===== config.mk =====
export PLATFORM = sky130hd
export DESIGN_NAME = trigger_sequencer
export DESIGN_NICKNAME = d
export VERILOG_FILES = /design/src/rtl/wavetrace_trig_pkg.sv /design/src/rtl/trig_level_cfg.sv /design/src/rtl/trigger_sequencer.sv
export SDC_FILE = /design/constraint.sdc
export NUM_CORES = 1
export LEC_CHECK = 0
export BUFFER_PORTS_ARGS = -buffer_cell sky130_fd_sc_hd__buf_2
export CAP_MARGIN = 0
export CELL_PAD_IN_SITES_DETAIL_PLACEMENT = 1
export CELL_PAD_IN_SITES_GLOBAL_PLACEMENT = 2
export CORE_UTILIZATION = 42
export CTS_CLUSTER_SIZE = 28
export DETAILED_ROUTE_END_ITERATION = 8
export PLACE_DENSITY = 0.81
export SLEW_MARGIN = 20
export SYNTH_ARGS = -nofsm -noshare
export SYNTH_HDL_FRONTEND = slang
export SYNTH_HIERARCHICAL = 1
export SYNTH_SLANG_ARGS = --single-unit

===== constraint.sdc =====
create_clock -name clk -period 7.7 [get_ports clk]
set_clock_uncertainty 0.1 [all_clocks]
set_input_delay 1.54 -clock clk [delete_from_list [all_inputs] [get_ports clk]]
set_output_delay 1.54 -clock clk [all_outputs]
set_load 0.01 [all_outputs]

===== src/rtl/wavetrace_trig_pkg.sv =====
// Shared definitions for the wavetrace trigger sequencer: FSM state encoding,
// tag layout and default parameter values.
package wavetrace_trig_pkg;

  localparam int DEF_DATA_BITS  = 32;
  localparam int DEF_NUM_LEVELS = 4;
  localparam int DEF_LEVEL_BITS = 2;
  localparam int DEF_COUNT_BITS = 16;

  typedef enum logic [1:0] {
    ST_IDLE  = 2'd0,
    ST_ARMED = 2'd1,
    ST_POST  = 2'd2,
    ST_DONE  = 2'd3
  } state_t;

  // Tags are {epoch, level}: the epoch bit sits just above the level field.
  function automatic int tag_epoch_bit(input int level_bits);
    return level_bits;
  endfunction

endpackage


===== src/rtl/trig_level_cfg.sv =====
// Per-level mask/value/count register file. One write port, one registered
// read port addressed by the active trigger level.
module trig_level_cfg
  import wavetrace_trig_pkg::*;
#(
  parameter int DataBits  = DEF_DATA_BITS,
  parameter int NumLevels = DEF_NUM_LEVELS,
  parameter int LevelBits = DEF_LEVEL_BITS,
  parameter int CountBits = DEF_COUNT_BITS
) (
  input  logic                 clk,
  input  logic                 rst,
  input  logic                 wr_en,
  input  logic [LevelBits-1:0] wr_level,
  input  logic [DataBits-1:0]  wr_mask,
  input  logic [DataBits-1:0]  wr_value,
  input  logic [CountBits-1:0] wr_count,
  input  logic [LevelBits-1:0] rd_level,
  output logic [DataBits-1:0]  rd_mask,
  output logic [DataBits-1:0]  rd_value,
  output logic [CountBits-1:0] rd_count
);

  logic [DataBits-1:0]  mask_arr  [NumLevels];
  logic [DataBits-1:0]  value_arr [NumLevels];
  logic [CountBits-1:0] count_arr [NumLevels];

  genvar gi;
  generate
    for (gi = 0; gi < NumLevels; gi++) begin : g_level
      logic [DataBits-1:0]  mask_reg;
      logic [DataBits-1:0]  value_reg;
      logic [CountBits-1:0] count_reg;

      // Entry gi: written only when addressed; out-of-range levels match no entry.
      always_ff @(posedge clk) begin
        if (rst) begin
          mask_reg  <= '0;
          value_reg <= '0;
          count_reg <= '0;
        end else if (wr_en && (wr_level == LevelBits'(gi))) begin
          mask_reg  <= wr_mask;
          value_reg <= wr_value;
          count_reg <= wr_count;
        end
      end

      assign mask_arr[gi]  = mask_reg;
      assign value_arr[gi] = value_reg;
      assign count_arr[gi] = count_reg;
    end
  endgenerate

  // Registered read of the entry selected by the active level.
  always_ff @(posedge clk) begin
    if (rst) begin
      rd_mask  <= '0;
      rd_value <= '0;
      rd_count <= '0;
    end else begin
      rd_mask  <= '0;
      rd_value <= '0;
      rd_count <= '0;
      for (int i = 0; i < NumLevels; i++) begin
        if (rd_level == LevelBits'(i)) begin
          rd_mask  <= mask_arr[i];
          rd_value <= value_arr[i];
          rd_count <= count_arr[i];
        end
      end
    end
  end

endmodule


===== src/rtl/trigger_sequencer.sv =====
// Multi-level trigger controller: walks through the configured levels on
// tagged comparator results, pulses trig, counts post-trigger samples, then
// pulses done.
module trigger_sequencer
  import wavetrace_trig_pkg::*;
#(
  parameter int DataBits  = DEF_DATA_BITS,
  parameter int NumLevels = DEF_NUM_LEVELS,
  parameter int LevelBits = DEF_LEVEL_BITS,
  parameter int CountBits = DEF_COUNT_BITS
) (
  input  logic                 clk,
  input  logic                 rst,
  input  logic                 cfg_wr,
  input  logic [LevelBits-1:0] cfg_level,
  input  logic [DataBits-1:0]  cfg_mask,
  input  logic [DataBits-1:0]  cfg_value,
  input  logic [CountBits-1:0] cfg_count,
  input  logic [LevelBits-1:0] last_level,
  input  logic [CountBits-1:0] post_count,
  input  logic                 arm,
  input  logic                 abort,
  output logic [DataBits-1:0]  cmp_mask,
  output logic [DataBits-1:0]  cmp_value,
  output logic [LevelBits:0]   cmp_tag,
  input  logic                 res_valid,
  input  logic                 res_match,
  input  logic [LevelBits:0]   res_tag,
  output logic                 armed,
  output logic [LevelBits-1:0] cur_level,
  output logic                 trig,
  output logic                 done,
  output logic                 busy
);

  localparam int                   TagEpochBit = tag_epoch_bit(LevelBits);
  localparam logic [LevelBits-1:0] MaxLevel    = LevelBits'(NumLevels - 1);

  state_t               state_reg;
  logic                 epoch_reg;
  logic [LevelBits-1:0] cur_level_reg;
  logic [LevelBits-1:0] last_level_reg;
  logic [CountBits-1:0] match_cnt_reg;
  logic [CountBits-1:0] post_cnt_reg;
  logic [CountBits-1:0] post_target_reg;
  logic [LevelBits:0]   cmp_tag_reg;
  logic                 trig_reg;
  logic                 done_reg;
  logic                 armed_reg;
  logic                 busy_reg;

  logic                 cfg_we;
  logic [CountBits-1:0] cfg_rd_count;
  logic [CountBits-1:0] req_count;
  logic [CountBits-1:0] match_inc;
  logic [CountBits-1:0] post_inc;
  logic [LevelBits-1:0] last_level_clamped;
  logic                 qualify;

  // Configuration is frozen while a run is in progress.
  assign cfg_we = cfg_wr && ((state_reg == ST_IDLE) || (state_reg == ST_DONE));

  trig_level_cfg #(
    .DataBits  (DataBits),
    .NumLevels (NumLevels),
    .LevelBits (LevelBits),
    .CountBits (CountBits)
  ) u_cfg (
    .clk      (clk),
    .rst      (rst),
    .wr_en    (cfg_we),
    .wr_level (cfg_level),
    .wr_mask  (cfg_mask),
    .wr_value (cfg_value),
    .wr_count (cfg_count),
    .rd_level (cur_level_reg),
    .rd_mask  (cmp_mask),
    .rd_value (cmp_value),
    .rd_count (cfg_rd_count)
  );

  // A level count of zero behaves as one; counters saturate instead of wrapping.
  assign req_count          = (cfg_rd_count == '0) ? CountBits'(1) : cfg_rd_count;
  assign match_inc          = (match_cnt_reg == '1) ? match_cnt_reg : match_cnt_reg + 1'b1;
  assign post_inc           = (post_cnt_reg == '1) ? post_cnt_reg : post_cnt_reg + 1'b1;
  assign last_level_clamped = (last_level > MaxLevel) ? MaxLevel : last_level;

  // Only results compared against this run's active level may count as matches.
  assign qualify = res_valid && res_match &&
                   (res_tag[TagEpochBit] == epoch_reg) &&
                   (res_tag[LevelBits-1:0] == cur_level_reg);

  // Tag issued with each sample tracks the level/epoch the comparator is set up for.
  always_ff @(posedge clk) begin
    if (rst) cmp_tag_reg <= '0;
    else     cmp_tag_reg <= {epoch_reg, cur_level_reg};
  end

  // Main trigger FSM with registered status and pulse outputs.
  always_ff @(posedge clk) begin
    if (rst) begin
      state_reg       <= ST_IDLE;
      epoch_reg       <= 1'b0;
      cur_level_reg   <= '0;
      last_level_reg  <= '0;
      match_cnt_reg   <= '0;
      post_cnt_reg    <= '0;
      post_target_reg <= '0;
      trig_reg        <= 1'b0;
      done_reg        <= 1'b0;
      armed_reg       <= 1'b0;
      busy_reg        <= 1'b0;
    end else begin
      trig_reg <= 1'b0;
      done_reg <= 1'b0;
      if (abort) begin
        state_reg     <= ST_IDLE;
        match_cnt_reg <= '0;
        post_cnt_reg  <= '0;
        armed_reg     <= 1'b0;
        busy_reg      <= 1'b0;
      end else begin
        case (state_reg)
          ST_IDLE, ST_DONE: begin
            if (arm) begin
              last_level_reg  <= last_level_clamped;
              post_target_reg <= post_count;
              epoch_reg       <= ~epoch_reg;
              cur_level_reg   <= '0;
              match_cnt_reg   <= '0;
              post_cnt_reg    <= '0;
              state_reg       <= ST_ARMED;
              armed_reg       <= 1'b1;
              busy_reg        <= 1'b1;
            end
          end
          ST_ARMED: begin
            if (qualify) begin
              if (match_inc >= req_count) begin
                match_cnt_reg <= '0;
                if (cur_level_reg == last_level_reg) begin
                  trig_reg  <= 1'b1;
                  armed_reg <= 1'b0;
                  if (post_target_reg == '0) begin
                    done_reg  <= 1'b1;
                    busy_reg  <= 1'b0;
                    state_reg <= ST_DONE;
                  end else begin
                    state_reg <= ST_POST;
                  end
                end else begin
                  cur_level_reg <= cur_level_reg + 1'b1;
                end
              end else begin
                match_cnt_reg <= match_inc;
              end
            end
          end
          ST_POST: begin
            if (res_valid) begin
              post_cnt_reg <= post_inc;
              if (post_inc >= post_target_reg) begin
                done_reg  <= 1'b1;
                busy_reg  <= 1'b0;
                state_reg <= ST_DONE;
              end
            end
          end
          default: state_reg <= ST_IDLE;
        endcase
      end
    end
  end

  assign cmp_tag   = cmp_tag_reg;
  assign cur_level = cur_level_reg;
  assign trig      = trig_reg;
  assign done      = done_reg;
  assign armed     = armed_reg;
  assign busy      = busy_reg;

endmodule


-- Word-level counts from Yosys, hierarchy flattened
Cells that the tools add are included.
Widths: inputs -> output; s select.
- flip-flop bits (word level): 462
- output and inout port bits: 73
- logic and storage cells: 141
- $add $sub $neg: 3
- $lt $le $gt $ge: 3
- eq/ne operators: 22
- mux-type cells: 55
- bitwise logic cells: 5
- reductions and logical operators: 26
- operators by type and width (kind ; count):
    $mux 32 ; 8
    $mux 16 ; 11
    $pmux 16 s2 ; 2
    $add 16x1->16 const B ; 2
    $eq 16x16->1 const B ; 2
    $ge 16x16->1 ; 2
    $logic_not 16->1 ; 2
    $mux 2 ; 11
    $mux 1 ; 18
    $ne 2x2->1 const B ; 8
    $eq 2x2->1 const B ; 6
    $reduce_and 6->1 ; 2
    $reduce_and 3->1 ; 3
    $logic_and 1x1->1 ; 8
    $reduce_and 7->1 ; 1
    $eq 2x1->1 const B ; 3
    $logic_not 2->1 ; 3
    $pmux 2 s3 ; 1
    $not 1->1 ; 5
    $reduce_and 5->1 ; 1
    $reduce_or 5->1 ; 1
    $eq 2x2->1 ; 2
    $pmux 1 s2 ; 2
    $pmux 2 s2 ; 1
    7 further kinds ; 9

-- Depth between registers and ports, before layout
- depth after elaboration: 6
- gate-level depth with buffers: 15
- gate-level depth less buffers: 13

-- By module
The synthesis kept the hierarchy.
- modules (own cells, without submodules) (module ; times used ; cells each ; area each (um^2) ; seq. area each (um^2)):
    trig_level_cfg ; 1 ; 1485 ; 16464.5 ; 8007.7
    trigger_sequencer ; 1 ; 546 ; 4136.5 ; 1241.2

-- Least setup slack after synthesis
Ideal clock, no wire load.
- path kind: register to register
- start point: reg match_cnt_reg[0]
- end point: reg match_cnt_reg[11]
- arrival: 3554 ps
- data required time: 7526 ps
- slack: 3971 ps
- cell stages (with the launch flop): 14
- buffers on the path: 1
- clock period less this slack: 3729 ps
- path through: dfxtp_1 > ha_1 > nand3_1 > nor4_1 > nand2b_1 > clkbuf_1 > xnor2_1 > ha_1 > nand2b_1 > a2111o_1 > a32oi_1 > nand3_1 > or4_1 > a31oi_1
- cells in the longest elaborated chain, start to end: 6
- elaborated cells between the ends (all ways): 7
- ends and longest elaborated chain (item ; line ; text):
    start: declaration ; trigger_sequencer.sv:43 ; logic [CountBits-1:0] match_cnt_reg;
    start signal: assignment ; trigger_sequencer.sv:155 ; match_cnt_reg <= match_inc;
    $add 16x1->16 / $eq 16x16->1 (equally long branches) ; trigger_sequencer.sv:84 ; assign match_inc = (match_cnt_reg == '1) ? match_cnt_reg : match_cnt_reg + 1'b1;
    $mux 16 * ; trigger_sequencer.sv:84 ;
    $ge 16x16->1 ; trigger_sequencer.sv:139 ; if (match_inc >= req_count) begin
    $mux 16 * ; trigger_sequencer.sv:139 ;
    $mux 16 * ; trigger_sequencer.sv:138 ; if (qualify) begin
    $pmux 16 s2 * ; trigger_sequencer.sv:123 ; case (state_reg)
Every way passes the cells marked *; elsewhere a longest branch is shown, timed or not. The select of a mux whose other input is x is not followed.
A chain may end at the register's enable or synchronous reset.

-- Worst setup path after layout
- start point: reg match_cnt_reg[0]
- end point: reg match_cnt_reg[8]
The elaborated chain is that of the path after synthesis.

==> reports/qor.txt <==
simple-gate share of the synthesized area -> 0.1753
drt total wl -> 52940 um
first-pass GRT wire length -> 85520 um
largest net degree at the start of global routing -> 170
multi-input combinational cell area -> 0.01052 mm2
Worst-Margin Slew -> 1115 ps
final setup fails -> 0
hold buffer count at CTS -> 0
Slowest cell on crit path -> nor4_1
worst r2r src -> match_cnt_reg[0]
slew margin rel. -> 0.2538
root buf cell -> clkbuf_16
Max stage delay on crit path -> 570 ps
CTS resizes -> 0
H-tree levels -> 2
Die Width -> 223.5 um
Cell variety after synth -> 59
vias in the first global route -> 15956
TritonRoute pass-1 iters -> 4
Synth Flop Type -> dfxtp_1
Hold Path Stages -> 2
synthesized flop and latch total -> 462
min-delay src -> u_cfg/g_level[0].count_reg[0]
Tot Pwr -> 5.392 mW
most frequent cells in the layout -> 483 x mux2i_1, 461 x dfxtp_1, 404 x nand2b_1
minimum clock period -> 4546 ps
pre-CTS setup slack -> 3247 ps
setup slack, reg-to-reg -> 3150 ps
fmax -> 220.0 MHz
Via density -> 5.322
adder-cell share of the synthesized area -> 0.02186
drt wl/cell -> 18.99 um
DIE HEIGHT -> 223.5 um
critical path class -> flip-flop to flip-flop
setup ws final -> 3154 ps
post-route ant nets -> 0
crit start category -> flip-flop
All-Layer GR Usage -> 0.2115
IO Pins -> 183
Mapped Area -> 0.02060 mm2
multiplexer share of the synthesized area -> 0.2363
RR Endpoint -> match_cnt_reg[8]
die area -> 0.04994 mm2
routed via count -> 14832
Max Slew Vio Count -> 0
Post-synth EDFFs -> 0
maximum vdd ir drop -> 0.1428 mV
Final Hold Viols -> 0
Cell Chain, Critical Path -> ha_1 > nand3_1 > nor4_1 > nand2b_1 > nor3b_1 > xor2_1 > ha_1 > a21oi_1 > o21ai_0 > a32oi_1 > nand3_1 > or4_1 > a31oi_1
Final Cycle Share -> 0.5904
RSZ-0062 raised after global routing -> false
TritonCTS Buffers -> 51
net count after synthesis -> 2177
Starting DRT DRC Count -> 524
Final nets -> 2282
Top delay family on crit path -> simple AND/OR/NAND/NOR gates
core area -> 0.04805 mm2
met1 Use GR -> 0.2623
worst skew pair latency -> 600 ps
row count -> 80
Cells after Synth -> 2031
most common cell after layout, fill and taps aside -> mux2i_1
Hold Path Class -> flip-flop to flip-flop
Placer Congestion -> 0.7962
IO buf count -> 182
Hold EP -> u_cfg/g_level[0].count_reg[0]
GR Layer Usage met2 -> 0.3711
Syn Area/Cell -> 10.14 um2
Area after DPL -> 0.02173 mm2
XOR/XNOR Fraction of Synth Area -> 0.01190
hpwl dp -> 33040 um
CTS clk-pin slew, worst paths -> 60 ps
Filler cells -> 5286
Setup Buffers After CTS -> 0
CP max FO -> 12
largest family of logic cells by synthesized area -> multiplexers
static leakage -> 9.685 nW
layer carrying the most global-route usage -> met2
Max Buffers Root-to-Sink -> 3
Critical Path AT -> 4950 ps
Power Dens Cells -> 230.5 mW/mm2
Layout area overhead -> 13.53%
register area -> 0.009253 mm2
asr flop ratio synth -> 0
critical path endpoint category -> flip-flop
clk sinks -> 462
layout cells sized above 1 -> 0.1340
status -> finished clean
Max Cap Viol -> 0
Fin Setup TNS -> 0 ps
CP bufs+invs -> 0
initial antenna violation count -> 4
initial core utilization -> 0.4288
sequential area share after synthesis -> 0.4490
Compound-Gate Fraction of Synth Area -> 0.06359
Hold WS -> 374.1 ps
remaining routing DRC violations -> 0
CTS tree -> yes
WP data required -> 8110 ps
yosys warns -> 6
gr ovfl total -> 0
cell area after layout -> 0.02339 mm2
GR Util met3 -> 0.03977
worst-case reg-to-reg path depth -> 13
-- routing by layer --
layer  part of all wire  wire length, um
met4              0.021             1099
met3              0.040             2139
met2               0.49            25950
met5            0.00066               35
met1               0.45            23710
-- tightest hold or removal path, stage by stage, from the launching register on --
cell and delay, ps:
dfxtp_1 300, nand2b_1 60, mux2i_1 60
-- kinds of logic (layout without fill, tap and decap cells) --
group	Yosys count	count (layout)
AOI/OAI and AO/OA	210	210
buffers and inverters	188	328
and+or+nand+nor	621	621
muxes	486	486
other	0	1
xor gates and xnor gates	28	28
adders and majority gates	36	36
DFF	462	462
-- power by group --
group / switching [mW] / internal, mW / total (mW) / leakage [nW]
Clock: 0.994 / 1.44 / 2.44 / 0.826
Combinational: 0.245 / 0.190 / 0.435 / 5.11
Sequential: 0.0466 / 2.47 / 2.52 / 3.75
Total: 1.29 / 4.11 / 5.39 / 9.69
-- worst max-delay path by stage --
stage                     startpoint                 to  depth (start not counted)
finish              match_cnt_reg[0]   match_cnt_reg[8]                         13
global route        match_cnt_reg[0]  match_cnt_reg[11]                         13
CTS                 match_cnt_reg[0]   match_cnt_reg[8]                         13
detailed placement  match_cnt_reg[0]  match_cnt_reg[11]                         12
global placement    match_cnt_reg[0]   match_cnt_reg[8]                         12
floorplan           match_cnt_reg[0]  match_cnt_reg[11]                         13
-- cells in the mapped netlist (3+ instances only) --
library cell | instances | area (um2)
a21oi_1 | 58 | 290.3
a22oi_1 | 5 | 37.54
a31oi_1 | 9 | 56.30
a32o_1 | 3 | 30.03
and3_1 | 6 | 37.54
and4_1 | 4 | 35.03
buf_2 | 54 | 270.3
buf_4 | 12 | 90.09
clkbuf_1 | 74 | 277.8
dfxtp_1 | 462 | 9249
ha_1 | 36 | 450.4
inv_1 | 44 | 165.2
mux2_2 | 3 | 33.78
mux2i_1 | 483 | 4835
nand2_1 | 81 | 304.0
nand2b_1 | 405 | 2534
nand3_1 | 21 | 105.1
nand3b_1 | 3 | 22.52
nand4_1 | 13 | 81.33
nor2_1 | 35 | 131.4
nor2b_1 | 5 | 31.28
nor3_1 | 8 | 40.04
nor3b_1 | 4 | 30.03
nor4_1 | 11 | 68.82
o21a_1 | 4 | 30.03
o21ai_0 | 22 | 110.1
o22ai_1 | 83 | 519.3
o31ai_1 | 7 | 52.55
or2_2 | 3 | 18.77
or3_1 | 5 | 31.28
or4_1 | 7 | 52.55
xnor2_1 | 23 | 201.4
xor2_1 | 5 | 43.79
-- layout make-up --
class,instances,area share
flip-flops and latches,462,0.3956
multi-input cells,1381,0.4496
clock buffers,71,0.06206
well taps,615,0.03290
diodes,1,0.0001070
clock inverters,17,0.008720
repair buffers,196,0.04397
inverters,44,0.007061
-- through the flow --
| stage | instances | util |
|---|---|---|
| global placement | 2698 | 0.4522 |
| global route | 2787 | 0.4868 |
| CTS | 2786 | 0.4867 |
| floorplan | 2031 | - |
| finish | 2787 | 0.4868 |
| detailed placement | 2698 | 0.4522 |
(Power assumes the default switching activity.)
